[src/rtl/lcd_cmd_host_if.sv]
`default_nettype none
// ============================================================================
// lcd_cmd_host_if : command and IRAM-capture signals between host and controller
// Rev 1.0 : initial release
// ============================================================================
interface lcd_cmd_host_if;
  logic [3:0] cmd;
  logic       cmd_valid;
  logic       busy;
  logic       done;
  logic       IRAM_valid;
  logic [5:0] IRAM_A;
  logic [7:0] IRAM_D;

  modport master (
    output cmd, cmd_valid,
    input  busy, done, IRAM_valid, IRAM_A, IRAM_D
  );

  modport slave (
    input  cmd, cmd_valid,
    output busy, done, IRAM_valid, IRAM_A, IRAM_D
  );
endinterface
`default_nettype wire

[src/rtl/lcd_cmd_host.sv]
`default_nettype none
// ============================================================================
// lcd_cmd_host : queues opcodes, issues them under the controller busy
//                handshake and captures the IRAM write stream
// Rev 1.0 : initial release
// ============================================================================
module lcd_cmd_host #(
  parameter int FIFO_DEPTH = 16,
  parameter int TIMEOUT    = 1023
) (
  input  logic                 clk,
  input  logic                 reset,
  input  logic [3:0]           q_cmd,
  input  logic                 q_push,
  output logic                 q_full,
  output logic                 q_empty,
  lcd_cmd_host_if.master       bus,
  input  logic [5:0]           cap_addr,
  output logic [7:0]           cap_data,
  output logic [6:0]           wr_count,
  output logic [15:0]          checksum,
  output logic [7:0]           cmds_issued,
  output logic                 finished,
  output logic                 timeout_err
);

  localparam int c_PTR_W = $clog2(FIFO_DEPTH);
  localparam int c_TMR_W = $clog2(TIMEOUT + 1);
  localparam logic [c_TMR_W-1:0] c_TMO = c_TMR_W'(TIMEOUT);

  localparam logic [2:0] c_IDLE      = 3'd0;
  localparam logic [2:0] c_ISSUE     = 3'd1;
  localparam logic [2:0] c_GUARD     = 3'd2;
  localparam logic [2:0] c_WAIT_RDY  = 3'd3;
  localparam logic [2:0] c_WAIT_DONE = 3'd4;
  localparam logic [2:0] c_FINISH    = 3'd5;
  localparam logic [2:0] c_HALT      = 3'd6;

  logic [2:0]          r_state;
  logic [3:0]          r_cmd;
  logic [c_TMR_W-1:0]  r_timer;
  logic [7:0]          r_cmds_issued;
  logic                r_finished;
  logic                r_timeout_err;
  logic [6:0]          r_wr_count;
  logic [15:0]         r_checksum;

  logic [3:0]          r_fifo [FIFO_DEPTH];
  logic [c_PTR_W:0]    r_wr_ptr;
  logic [c_PTR_W:0]    r_rd_ptr;
  logic [7:0]          r_cap [64];

  logic                w_full;
  logic                w_empty;
  logic                w_push;
  logic                w_pop;
  logic [3:0]          w_head;

  // Extra pointer bit distinguishes full from empty when the indices match.
  assign w_empty = (r_wr_ptr == r_rd_ptr);
  assign w_full  = (r_wr_ptr[c_PTR_W] != r_rd_ptr[c_PTR_W]) &&
                   (r_wr_ptr[c_PTR_W-1:0] == r_rd_ptr[c_PTR_W-1:0]);
  assign w_push  = q_push && !w_full;
  assign w_pop   = (r_state == c_ISSUE);
  assign w_head  = r_fifo[r_rd_ptr[c_PTR_W-1:0]];

  always_ff @(posedge clk) begin
    if (w_push) begin
      r_fifo[r_wr_ptr[c_PTR_W-1:0]] <= q_cmd;
    end
  end

  always_ff @(posedge clk or posedge reset) begin
    if (reset) begin
      r_wr_ptr <= '0;
      r_rd_ptr <= '0;
    end else begin
      if (w_push) r_wr_ptr <= r_wr_ptr + 1'b1;
      if (w_pop)  r_rd_ptr <= r_rd_ptr + 1'b1;
    end
  end

  always_ff @(posedge clk or posedge reset) begin
    if (reset) begin
      r_state       <= c_IDLE;
      r_cmd         <= 4'd0;
      r_timer       <= '0;
      r_cmds_issued <= 8'd0;
      r_finished    <= 1'b0;
      r_timeout_err <= 1'b0;
    end else begin
      case (r_state)
        c_IDLE: begin
          if (!bus.busy && !w_empty) begin
            r_cmd   <= w_head;
            r_state <= c_ISSUE;
          end
        end
        c_ISSUE: begin
          r_cmds_issued <= r_cmds_issued + 8'd1;
          r_timer       <= '0;
          r_state       <= (r_cmd == 4'd0) ? c_WAIT_DONE : c_GUARD;
        end
        c_GUARD: begin
          // Short ops may never raise busy, so its first cycle is not trusted.
          r_timer <= '0;
          r_state <= c_WAIT_RDY;
        end
        c_WAIT_RDY: begin
          if (!bus.busy) begin
            r_state <= c_IDLE;
          end else if (r_timer == c_TMO) begin
            r_timeout_err <= 1'b1;
            r_state       <= c_HALT;
          end else begin
            r_timer <= r_timer + 1'b1;
          end
        end
        c_WAIT_DONE: begin
          if (bus.done) begin
            r_finished <= 1'b1;
            r_state    <= c_FINISH;
          end else if (r_timer == c_TMO) begin
            r_timeout_err <= 1'b1;
            r_state       <= c_HALT;
          end else begin
            r_timer <= r_timer + 1'b1;
          end
        end
        c_FINISH: r_state <= c_FINISH;
        c_HALT:   r_state <= c_HALT;
        default:  r_state <= c_IDLE;
      endcase
    end
  end

  // Capture buffer contents survive reset; only the statistics are cleared.
  always_ff @(posedge clk) begin
    if (bus.IRAM_valid) begin
      r_cap[bus.IRAM_A] <= bus.IRAM_D;
    end
  end

  always_ff @(posedge clk or posedge reset) begin
    if (reset) begin
      r_wr_count <= 7'd0;
      r_checksum <= 16'd0;
    end else if (bus.IRAM_valid) begin
      r_checksum <= r_checksum + {8'd0, bus.IRAM_D};
      if (r_wr_count != 7'd127) begin
        r_wr_count <= r_wr_count + 7'd1;
      end
    end
  end

  assign bus.cmd       = r_cmd;
  assign bus.cmd_valid = (r_state == c_ISSUE);
  assign q_full        = w_full;
  assign q_empty       = w_empty;
  assign cap_data      = r_cap[cap_addr];
  assign wr_count      = r_wr_count;
  assign checksum      = r_checksum;
  assign cmds_issued   = r_cmds_issued;
  assign finished      = r_finished;
  assign timeout_err   = r_timeout_err;

endmodule
`default_nettype wire

[src/flat_wrapper.sv]
// flat-port wrapper written by rule: the top's interface ports become plain ports
module lcd_cmd_host_flat 
#(
  parameter int FIFO_DEPTH = 16,
  parameter int TIMEOUT    = 1023
)
  (clk, reset, q_cmd, q_push, q_full, q_empty, cap_addr, cap_data, wr_count, checksum, cmds_issued, finished, timeout_err, bus_cmd, bus_cmd_valid, bus_busy, bus_done, bus_IRAM_valid, bus_IRAM_A, bus_IRAM_D);
  lcd_cmd_host_if bus_i ();
  input  logic clk;
  input  logic reset;
  input  logic [3:0] q_cmd;
  input  logic q_push;
  output logic q_full;
  output logic q_empty;
  input  logic [5:0] cap_addr;
  output logic [7:0] cap_data;
  output logic [6:0] wr_count;
  output logic [15:0] checksum;
  output logic [7:0] cmds_issued;
  output logic finished;
  output logic timeout_err;
  output wire logic [$bits(bus_i.cmd)-1:0] bus_cmd;
  output wire logic [$bits(bus_i.cmd_valid)-1:0] bus_cmd_valid;
  input wire logic [$bits(bus_i.busy)-1:0] bus_busy;
  input wire logic [$bits(bus_i.done)-1:0] bus_done;
  input wire logic [$bits(bus_i.IRAM_valid)-1:0] bus_IRAM_valid;
  input wire logic [$bits(bus_i.IRAM_A)-1:0] bus_IRAM_A;
  input wire logic [$bits(bus_i.IRAM_D)-1:0] bus_IRAM_D;
  assign bus_cmd = bus_i.cmd;
  assign bus_cmd_valid = bus_i.cmd_valid;
  assign bus_i.busy = bus_busy;
  assign bus_i.done = bus_done;
  assign bus_i.IRAM_valid = bus_IRAM_valid;
  assign bus_i.IRAM_A = bus_IRAM_A;
  assign bus_i.IRAM_D = bus_IRAM_D;
  lcd_cmd_host #(.FIFO_DEPTH(FIFO_DEPTH), .TIMEOUT(TIMEOUT)) u_core (.clk(clk), .reset(reset), .q_cmd(q_cmd), .q_push(q_push), .q_full(q_full), .q_empty(q_empty), .bus(bus_i), .cap_addr(cap_addr), .cap_data(cap_data), .wr_count(wr_count), .checksum(checksum), .cmds_issued(cmds_issued), .finished(finished), .timeout_err(timeout_err));
endmodule
[config.mk]
export PLATFORM = sky130hd
export DESIGN_NAME = lcd_cmd_host_flat
export DESIGN_NICKNAME = d
export VERILOG_FILES = /design/src/rtl/lcd_cmd_host_if.sv /design/src/rtl/lcd_cmd_host.sv /design/src/flat_wrapper.sv
export SDC_FILE = /design/constraint.sdc
export NUM_CORES = 1
export LEC_CHECK = 0
export BUFFER_PORTS_ARGS = -buffer_cell sky130_fd_sc_hd__buf_2
export CORE_ASPECT_RATIO = 2
export CORE_MARGIN = 4
export CORE_UTILIZATION = 27
export DETAILED_ROUTE_END_ITERATION = 12
export PLACE_DENSITY = 0.48
export SYNTH_ARGS = -nofsm -noshare
export SYNTH_HDL_FRONTEND = slang
export SYNTH_SLANG_ARGS = --single-unit
export TNS_END_PERCENT = 1
[constraint.sdc]
create_clock -name clk -period 6.4 [get_ports clk]
set_input_delay 0.64 -clock clk [delete_from_list [all_inputs] [get_ports clk]]
set_output_delay 0.64 -clock clk [all_outputs]
set_load 0.1 [all_outputs]
==> summary.md <==
| Metric | Value |
|---|---|
| Outcome | finished clean |
| Register area share after synthesis | 73.2% |
| GR Util met1 | 13.0% |
| Io pins | 78 |
| Detailed Route Iter0 Violations | 769 |
| HP Class | input port to asynchronous set/reset pin |
| Critical Path Source Type | input port |
| Worst Path Max Fanout | 41 |
| Row cnt | 159 |
| TritonCTS clock tree | built |
| Fmax | 236 MHz |
| First-pass GRT wire length | 94700 um |
| Rel. slew slack | 21.9% |
| Yosys cell types | 61 |
| Area delta synth->final | 14.7% |
| Worst-Skew Late Latency | 630 ps |
| Final Hold Viols | 0 |
| Initial DRT Pass Iterations | 5 |
| Resized cells post-CTS | 0 |
| Die area | 100000 um^2 |
| Total wire length | 64900 um |
| Hold buffer count at cts | 0 |
| Synth top area cells | edfxtp_1, mux4_2, dfrtp_1 |
| Share of the synthesized area in the top cell type | 67.3% |
| # fillers | 9109 |
| IO Port Bufs | 77 |
| Commonest non-fill, non-tap cell in the layout | edfxtp_1 |
| ANT nets after route | 0 |
| Antenna Cells | 0 |
| Met2 GRT Util | 25.6% |
| Max cap viols | 0 |
| Tightest Pin Transition | 1170 ps |
| Initial Utilization | 27.3% |
| Max-slew violation count | 0 |
| Crit Path Class | input port to primary output |
| Final setup viols | 0 |
| Clock Sinks | 636 |
| Synth Cell Area | 25700 um^2 |
| Net Count, Synth | 1379 |
| WL/cell | 24.2 um |
| Antenna violations before repair | 2 |
| Setup Buffers After CTS | 0 |
| Crit end category | primary output |
| Final critical-path share of the clock period | 66.2% |
| WP data arrival | 3600 ps |
| RSZ-0062 raised after global routing | no |
| Leakage power total | 9.58 nW |
| GPL Wtd Cong | 0.816 |
| Gr usage total | 12.8% |
| Vias per cell | 4.68 |
| Cts bufs inserted | 59 |
| CORE AREA | 94100 um^2 |
| Tot Pwr | 0.0108 W |
| Critical path required time | 5760 ps |
| DRC viols | 0 |
| Power density over the cells | 367 nW/um^2 |
| Gr busiest metal | met2 |
| Largest net degree at the start of global routing | 74 |
| Yosys top cell by area | edfxtp_1 |
| Yosys warnings | 0 |
| Max IR drop VDD | 0.000526 V |
| H-tree levels | 2 |
| CTS max path bufs | 3 |
| Setup TNS | 0 ps |
| DP HPWL | 44400 um |
| Layout cells sized above 1 | 24.8% |
| Synth Register Bits | 636 |
| FF+latch area | 18800 um^2 |
| Worst Skew | 11.3 ps |
| Most frequent cells in the layout | edfxtp_1, mux4_2, nor2_1 |
| CTS root buf | clkbuf_16 |
| Total gr overflow | 0 |
| Area occupied by multi-input gates | 6470 um^2 |
| M3 GR Usage | 1.95% |
| Ys flop type | edfxtp_1 |
| Vias in the first global route | 13700 |
| Post-synth EDFFs | 576 |
| Via count | 12500 |
| Final nets | 1470 |
| Final worst path period need | 4240 ps |
| Syn Inst Count | 1332 |
| Clk pin slew, worst setup/hold paths | 60 ps |
| Die height | 444 um |
| Mean Syn Cell Area | 19.3 um^2 |
| Die X | 226 um |
| Async SR Flop Fraction | 9.43% |
sequential cells by signal (all words and copies together), names as in the netlist:
register	cells
u_core.bus.cmd	4
u_core.timeout_err	1
u_core.r_cap	512
u_core.finished	1
u_core.cmds_issued	8
u_core.r_timer	10
u_core.checksum	16
u_core.r_rd_ptr	5
u_core.r_wr_ptr	5
u_core.wr_count	7
u_core.r_fifo	64
u_core.r_state	3
per-layer routing:
layer / wire length [um] / up-vias
li1: - / 5543
met1: 21900 / 6589
met2: 37800 / 307
met3: 2520 / 108
met4: 2700 / 2
met5: 12 / -
cell families (layout without fill, tap and decap cells):
group | Yosys count | in the layout | synth area share (%)
compound gates | 99 | 99 | 2.66
simple gates | 250 | 250 | 4.70
flops | 636 | 636 | 73.2
fa+ha+maj | 17 | 17 | 0.857
mux | 201 | 201 | 15.4
xor+xnor | 47 | 47 | 1.60
buf+inv | 82 | 224 | 1.61
final timing paths:
check	from	endpoint	slack, ps	cells past startpoint
min	reset	u_core.r_state[1]	240	3
max in group asynchronous	reset	u_core.checksum[0]	5630	3
min in group clk	bus_done	u_core.finished	330	2
min reg2reg	u_core.timeout_err	u_core.timeout_err	470	1
max reg2reg	u_core.r_rd_ptr[1]	u_core.r_fifo[3][2]	3690	6
max	cap_addr[2]	cap_data[2]	2160	7
worst max-delay path, stage by stage:
cell	delay, ps
buf_4	540
nor2b_1	850
a22oi_1	320
nand2_1	200
o21ai_0	170
a221oi_1	340
buf_2	500
cell usage after synthesis (5+ instances only):
cell / instances
mux2_2: 20
nor2b_1: 10
xor2_1: 17
ha_1: 16
mux4_2: 141
o21ai_0: 16
o22ai_1: 7
clkbuf_1: 32
dfrtp_1: 60
a211oi_1: 5
nand2b_1: 8
nand2_1: 49
xnor2_1: 30
mux4_1: 8
inv_1: 13
nor2_1: 97
nor3_1: 11
buf_2: 16
nand4_1: 10
and3_1: 18
nand3_1: 20
edfxtp_1: 576
mux2i_1: 28
buf_4: 12
and2_1: 8
a22oi_1: 15
o211ai_1: 6
a21oi_1: 24
cell type report:
| cell class | instances | share of cell area [%] |
|---|---|---|
| sequential | 636 | 63.8 |
| multi-input combinational | 614 | 22.0 |
| clock buffer | 68 | 5.27 |
| tap | 1207 | 5.13 |
| timing repair buffer | 99 | 2.00 |
| clock inverter | 44 | 1.68 |
| inverter | 13 | 0.166 |
power by group:
part | total, W | internal, W | switching (W)
sequential | 0.00495 | 0.00473 | 0.000218
combinational | 0.00216 | 0.000634 | 0.00152
clock | 0.00371 | 0.00208 | 0.00162
total | 0.0108 | 0.00745 | 0.00336
per-stage QoR:
step	area, um^2	std cells	hold WS, ps	setup slack, ps	utilization (%)
floorplan	25700	1332	461	1770	-
global placement	27400	2569	455	2070	29.1
detailed placement	27400	2569	456	2070	29.1
CTS	29500	2681	235	2070	31.3
global route	29500	2681	286	2020	31.3
finish	29500	2681	244	2160	31.3
(Power assumes the default switching activity.)
